--- src/rtl/wb_arbiter.sv ---
// Write-back arbiter: merges single-cycle ALU results with FIFO-buffered load results into
// one registered register-bank write per cycle. Optional R0_DISCARD_EN drops writes to r0.
module wb_arbiter #(
   parameter int DEPTH      = 4,
   parameter int STARVE_MAX = 3
) (
   input  logic        clk,
   input  logic        reset,
   input  logic        alu_valid,
   input  logic [3:0]  alu_dest,
   input  logic [15:0] alu_data,
   output logic        alu_ready,
   input  logic        mem_valid,
   input  logic [3:0]  mem_dest,
   input  logic [15:0] mem_data,
   output logic        mem_ready,
   output logic [15:0] regEnable,
   output logic [15:0] ALUBus,
   output logic [15:0] mem_pending
);

   localparam int AW = (DEPTH > 1) ? $clog2(DEPTH) : 1;
   localparam int CW = AW + 1;

   logic [3:0]    dest_q [DEPTH];
   logic [15:0]   data_q [DEPTH];
   logic [AW-1:0] rd_q, wr_q;
   logic [CW-1:0] count_q, count_d;
   logic [3:0]    starve_q, starve_d;
   logic [15:0]   reg_en_q, reg_en_d;
   logic [15:0]   bus_q, bus_d;

   logic          empty, force_pop, alu_fire, alu_wr, push, pop;
   logic          alu_drop, mem_drop;
   logic          sel_valid;
   logic [3:0]    sel_dest;
   logic [15:0]   sel_data;

`ifdef R0_DISCARD_EN
   assign alu_drop = (alu_dest == 4'd0);
   assign mem_drop = (mem_dest == 4'd0);
`else
   assign alu_drop = 1'b0;
   assign mem_drop = 1'b0;
`endif

   assign empty     = (count_q == '0);
   assign force_pop = !empty && (starve_q == 4'(STARVE_MAX));
   assign alu_ready = !reset && !force_pop;
   // Ready depends only on registered count, so a same-cycle pop never opens a full FIFO.
   assign mem_ready = !reset && (count_q < CW'(DEPTH));
   assign alu_fire  = alu_valid && alu_ready;
   assign alu_wr    = alu_fire && !alu_drop;
   assign push      = mem_valid && mem_ready && !mem_drop;
   assign pop       = !empty && (force_pop || !alu_valid);

   always_comb begin
      sel_valid = 1'b0;
      sel_dest  = alu_dest;
      sel_data  = alu_data;
      if (pop) begin
         sel_valid = 1'b1;
         sel_dest  = dest_q[rd_q];
         sel_data  = data_q[rd_q];
      end else if (alu_wr) begin
         sel_valid = 1'b1;
      end
   end

   always_comb begin
      count_d = count_q + CW'(push) - CW'(pop);
      if (pop || empty)
         starve_d = 4'd0;
      else if (alu_wr && (starve_q != 4'(STARVE_MAX)))
         starve_d = starve_q + 4'd1;
      else
         starve_d = starve_q;
      reg_en_d = sel_valid ? (16'h0001 << sel_dest) : 16'h0000;
      bus_d    = sel_valid ? sel_data : bus_q;
   end

   always_comb begin
      mem_pending = '0;
      for (int i = 0; i < DEPTH; i++)
         if (CW'(i) < count_q)
            mem_pending[dest_q[rd_q + AW'(i)]] = 1'b1;
   end

   always_ff @(posedge clk) begin
      if (reset) begin
         rd_q     <= '0;
         wr_q     <= '0;
         count_q  <= '0;
         starve_q <= 4'd0;
         reg_en_q <= 16'h0000;
         bus_q    <= 16'h0000;
      end else begin
         rd_q     <= rd_q + AW'(pop);
         wr_q     <= wr_q + AW'(push);
         count_q  <= count_d;
         starve_q <= starve_d;
         reg_en_q <= reg_en_d;
         bus_q    <= bus_d;
      end
   end

   // Entry storage needs no reset: only entries below count are ever read.
   always_ff @(posedge clk) begin
      if (push) begin
         dest_q[wr_q] <= mem_dest;
         data_q[wr_q] <= mem_data;
      end
   end

   assign regEnable = reg_en_q;
   assign ALUBus    = bus_q;

endmodule
--- config.mk ---
export PLATFORM = sky130hd
export DESIGN_NAME = wb_arbiter
export DESIGN_NICKNAME = d
export VERILOG_FILES = /design/src/rtl/wb_arbiter.sv
export SDC_FILE = /design/constraint.sdc
export NUM_CORES = 1
export LEC_CHECK = 0
export CELL_PAD_IN_SITES_DETAIL_PLACEMENT = 1
export CELL_PAD_IN_SITES_GLOBAL_PLACEMENT = 1
export CORE_ASPECT_RATIO = 1.75
export CORE_MARGIN = 10
export CORE_UTILIZATION = 43
export CTS_CLUSTER_SIZE = 10
export DETAILED_ROUTE_END_ITERATION = 10
export GPL_ROUTABILITY_DRIVEN = 0
export PLACE_DENSITY = 0.87
export SLEW_MARGIN = 15
export SYNTH_ARGS = -nofsm -noshare
export SYNTH_HDL_FRONTEND = slang
export SYNTH_SLANG_ARGS = --single-unit
--- constraint.sdc ---
create_clock -name clk -period 4.15 [get_ports clk]
set_clock_uncertainty 0.2 [all_clocks]
set_input_delay 0.83 -clock clk [delete_from_list [all_inputs] [get_ports clk]]
set_output_delay 0.83 -clock clk [all_outputs]
set_load 0.02 [all_outputs]
==> results of run 1 <==
## registers in the layout, summed over array words and instances, names as in the netlist
signal	cells
data_q	64
ALUBus	16
dest_q	16
regEnable	16
starve_q	4
count_q	3
rd_q	2
wr_q	2
## placed cells by master, fill, tap and decap left out, types with 6 or more instances in the layout
master	netlist	final
nand2_1	41	41
nand3_1	22	22
mux2_2	20	20
dfxtp_1	43	40
ha_1	7	7
nor2b_1	12	11
mux2i_1	31	28
inv_1	11	11
mux4_2	19	19
nor3_1	7	6
clkbuf_16	0	17
o21ai_0	18	17
a22oi_1	9	9
buf_4	3	14
clkdlybuf4s50_1	0	87
edfxtp_1	80	80
a32oi_1	10	10
nor2_1	45	45
## cell families after synthesis
kind of cell,after synthesis
mux,71
fa+ha+maj,8
flops,123
compound gates,55
buf+inv,27
xor+xnor,5
simple gates,152
## critical path: cells and delay by family, from the launching register on
kind                   cells  cell delay, ps
buffers and inverters      2             830
flip-flops                 1             500
AND/OR/NAND/NOR            2             490
AO/OA/AOI/OAI              2             400
multiplexers               1             370
## where the power goes
part           total [mW]  internal [mW]  leakage, nW  switching, mW
Clock                1.41          0.834        0.265          0.581
Sequential           1.51           1.42         1.08         0.0879
Combinational        1.62          0.682         1.26          0.934
Total                4.54           2.93         2.60           1.60
## final cells by class
cell class / count / share of cell area [%]
clock buffer: 17 / 5.73
clock inverter: 15 / 1.91
inverter: 11 / 0.556
multi-input combinational: 291 / 30.8
sequential: 123 / 44.1
tap: 171 / 2.88
timing repair buffer: 107 / 14.1
## per-stage QoR
step | utilization (%) | cell area, sq um
after floorplan | - | 5640
after global placement | 52.7 | 6820
after detailed placement | 52.7 | 6820
after CTS | 57.2 | 7390
after global routing | 57.4 | 7420
final | 57.4 | 7420
## final timing paths
| kind | cells after the start | endpoint | start | slack, ps |
|---|---|---|---|---|
| setup / recovery | 7 | mem_pending[6] | rd_q[1] | 100 |
| setup reg to reg | 7 | regEnable[14] | starve_q[0] | 1450 |
| hold / removal | 2 | ALUBus[5] | ALUBus[5] | 260 |
| hold reg to reg | 2 | ALUBus[5] | ALUBus[5] | 260 |
## routing by layer
metal | track usage, % | vias to the layer above | part of all wire, %
li1 | - | 1886 | -
met1 | 18.4 | 2103 | 34
met2 | 36.7 | 190 | 56
met3 | 5.73 | 68 | 6.1
met4 | 8.69 | 0 | 4.1
met5 | 0 | - | 0
## timing repair
item	CTS	global route
endpoints found under the setup margin	3	15
gates resized for setup	3	10
gates cloned	0	0
==> run metrics, run 1 <==
syn avg cell area between 10 and 15 sq um; Hold/Removal Path Class reg -> reg; pin slew with the least headroom to its limit roughly 730 ps; layout filler cell count around 1.4k; Tcrit/Tclk final about 98%; Yosys top cell area share 42.6%; initial antenna violation count 0; die area between 15,000 and 20,000 sq um; most area-consuming cells after synthesis edfxtp_1, dfxtp_1, mux4_2; Tmin final ~4100 ps; iteration-0 DRC count of the detailed router approximately 250; most frequent cell after synthesis edfxtp_1; clk_lat worst skew 410 ps; placed insts 703; Post-Synth Simple-Gate Area 12.7%; maxcap violations 0; Hold Fails Final Rpt 0; Final Hold Slack about 260 ps; status complete, no violations; post-synthesis compound-gate area fraction roughly 7.0%; register area about 3300 sq um; Synth Area in Adders under 10%; Crit-path slowest cell clkdlybuf4s50_1; Routed Antenna Nets 0; Row Count 55; most instantiated cells after synthesis edfxtp_1, nor2_1, dfxtp_1, nand2_1, mux2i_1; CTS tree done; Post-CTS Setup Repair Bufs 0; Post-synth ARST share 0%; Peak Freq 247 MHz; H-Tree Level Count 4; Post-synth EDFFs 80; static leakage 2.60 nW; setup slack after layout 96.4 ps; PwrDens a little over 600 nW/um^2; clock slew at the register clock pins of the worst setup and hold paths approximately 60 ps; pin count of the biggest net entering global routing 29; Setup CP Type reg -> out; Seq/Total Area, Yosys between 50% and 60%; syn nets slightly below 500; Final setup viols 0; DR pass1 iterations 7; Initial Utilization between 40 and 50%; unrepaired setup endpoints after global routing no; GRT Total Usage 19.3%; Die W around 110 um; Root Buffer clkbuf_16; io pins 94; count of pins over their slew limit 0; Max Buffers Root-to-Sink 2; Post-Synthesis Cells 441; Crit path top cell by count a22oi_1; count of different cell masters after synthesis 45; largest family of logic cells by synthesized area multiplexers; YS warnings 0; CP max FO 17; Critical Path Start Type flop; Die Height roughly 170 um; cell taking the most area after synthesis edfxtp_1; Sink Count around 120; Seq cells post-synth 123; WL/cell around 23 um; placeable core region 12,900 sq um; Num CTS Buffers 17; XOR/XNOR share of the synthesized area less than 1%; share of cells above drive strength 1 roughly 18%; final HPWL from detailed placement roughly 12 mm; I/O Buffers 93; Worst Path Arrival 3020 ps; CP Capture Type primary output; drt drc 0; vias in the first global route roughly 4.8k; max incr delay on CP approximately 600 ps; Final nets roughly 600; Via Count 4,247; crit-path cells buf_4, mux2i_1, a22oi_1, nor2_1, a22oi_1, nand2_1, clkdlybuf4s50_1; DP Worst Slack around 390 ps; hold buffers post-CTS 0; Multi-input gate area 2280 sq um; grt ovf 0; Top FF cell, synth edfxtp_1; mux contribution to synthesized area roughly 17%; Layout Cells excl Fill approximately 740; relative slew slack 51.0%; ANT cells 0; DR vias/cell ~5.8; first-pass GRT wire length between 20 and 30 mm; Tot Pwr roughly 4.5 mW; Routed WL approximately 17 mm; Max VDD drop 0.000337 V; post-synthesis cell area 5640 sq um; area delta synth->final 31.5%; Total Neg Setup Slack 0 ps; CP required between 3000 and 4000 ps
Power figures use the tool's default switching activity.
==> run 2: changes to the inputs <==
--- a/config.mk
+++ b/config.mk
@@ -18,3 +18,4 @@
 export SYNTH_ARGS = -nofsm -noshare
 export SYNTH_HDL_FRONTEND = slang
 export SYNTH_SLANG_ARGS = --single-unit
+export TNS_END_PERCENT = 100
==> results of run 2 <==
Same layout as run 1: the final DEF is identical, and so are final timing and power.
==> run 3: changes to the inputs <==
--- a/config.mk
+++ b/config.mk
@@ -13,6 +13,7 @@
 export CTS_CLUSTER_SIZE = 10
 export DETAILED_ROUTE_END_ITERATION = 10
 export GPL_ROUTABILITY_DRIVEN = 0
+export GPL_TIMING_DRIVEN = 0
 export PLACE_DENSITY = 0.87
 export SLEW_MARGIN = 15
 export SYNTH_ARGS = -nofsm -noshare
==> run metrics, run 3 (synthesis results as in run 1) <==
internal power approximately 3.2 mW; CTS tree done; I/O Buffers 93; CP Capture Type primary output; placed cell areas approximately 7000 sq um; maxcap violations 0; setup slack after layout around 48 ps; layout filler cell count roughly 1.3k; Crit path top cell by count buf_2; vias in the first global route just under 5k; Max VDD drop roughly 0.0004 V; Sink Count roughly 120; H-Tree Level Count 4; Root Buffer clkbuf_16; Hold Fails Final Rpt 0; Worst Path Arrival between 3000 and 4000 ps; sw frac 33.2%; Routed WL 17.3 mm; drt drc 0; crit-path cells buf_2, buf_2, mux2i_1, nor2_1, a32oi_1, o211ai_1, clkdlybuf4s50_1; Critical Path Start Type flop; static leakage between 2 and 3 nW; clock slew at the register clock pins of the worst setup and hold paths around 60 ps; Routed Antenna Nets 0; Num CTS Buffers 17; final HPWL from detailed placement between 10 and 15 mm; relative slew slack approximately 28%; Die Height roughly 170 um; max incr delay on CP 570 ps; Via Count between 4k and 5k; post-route cell area about 7600 sq um; Final Hold Slack between 200 and 300 ps; ANT cells 0; GRT Total Usage between 10% and 20%; pin count of the biggest net entering global routing 21; Die W 107 um; Psw between 1.5 and 2 mW; Setup CP Type reg -> out; Top reg by flops data_q; CP required ~3100 ps; DR pass1 iterations 6; grt ovf 0; max reg flops 64; Tmin final about 4000 ps; Clock Power Share 34.2%; Initial Utilization a little over two fifths; Max Buffers Root-to-Sink 2; Final setup viols 0; hold buffers post-CTS 0; count of pins over their slew limit 0; Final nets between 600 and 700; worst path bufs/invs 3; DP Worst Slack approximately 92 ps; area delta synth->final 34.1%; commonest non-fill, non-tap cells in the layout clkdlybuf4s50_1, edfxtp_1, nor2_1; Hold/Removal Path Class reg -> reg; Sequential Power Share about 31%; Tcrit/Tclk final between 90% and 100%; WL/cell 23.3 um; register area 3270 sq um; Post-CTS Setup Repair Bufs 0; share of cells above drive strength 1 a little under a fifth; pin slew with the least headroom to its limit 1080 ps; initial antenna violation count 0; CP max FO 10; combinational share of power around a third; Row Count 55; clk_lat worst skew approximately 420 ps; status complete, no violations; first-pass GRT wire length approximately 27 mm; placeable core region roughly 13,000 sq um; Crit-path slowest cell clkdlybuf4s50_1; DR vias/cell 5.68; Peak Freq 244 MHz; iteration-0 DRC count of the detailed router 172; Multi-input gate area around 2300 sq um; io pins between 90 and 100; Largest delay share family, worst path buffers and inverters; PwrDens around 630 nW/um^2; die area about 18,000 sq um; most common cell after layout, fill and taps aside clkdlybuf4s50_1
-- run 3: area by class of cell --
cell class,instances,share of cell area [%]
inverters,11,0.545
multi-input cells,291,30.4
clock inverters,13,2.84
flip-flops and latches,123,43.2
clock buffers,19,5.85
well taps,171,2.83
repair buffers,99,13.1
plain buffers,15,1.22
-- run 3: repair_timing --
item | in CTS | in global routing
endpoints found under the setup margin | 14 | 14
pin swaps | 0 | 0
gates resized for setup | 6 | 13
-- run 3: power groups by stage --
stage	Sequential (mW)	Clock [mW]	Combinational [mW]
after floorplan	1.56	0	0.962
after CTS	1.49	1.66	1.63
after global placement	1.49	0	1.55
final	1.50	1.64	1.66
after global routing	1.51	1.72	1.77
after detailed placement	1.50	0	1.62
-- run 3: final timing paths --
kind	start	endpoint	slack, ps	cells after the start
setup reg to reg	starve_q[0]	count_q[2]	860	12
setup / recovery	rd_q[0]	mem_pending[0]	50	7
hold reg to reg	ALUBus[12]	ALUBus[12]	250	2
hold / removal	ALUBus[12]	ALUBus[12]	250	2
-- run 3: routing by layer --
metal	up-vias	part of all wire [%]	global-route usage, %
met4	0	3.3	9.17
met3	39	4.3	4.72
met5	-	0	0
met1	2128	36	18.5
met2	147	56	36.4
li1	1903	-	-
-- run 3: worst min-delay path: cells and delay by family, from the launching register on --
| family | cells | cell delay (ps) |
|---|---|---|
| DFF | 1 | 320 |
| and+or+nand+nor | 1 | 50 |
| AOI/OAI and AO/OA | 1 | 50 |
-- run 3: per-stage QoR --
stage | power [mW] | setup TNS (ps) | std cells | utilization (%)
final | 4.79 | 0 | 742 | 58.5
after global routing | 4.99 | -45.6 | 742 | 58.5
after CTS | 4.78 | 0 | 742 | 58.1
after detailed placement | 3.12 | 0 | 711 | 53.0
after global placement | 3.04 | -45730 | 705 | 52.5
after floorplan | 2.52 | 0 | 441 | -
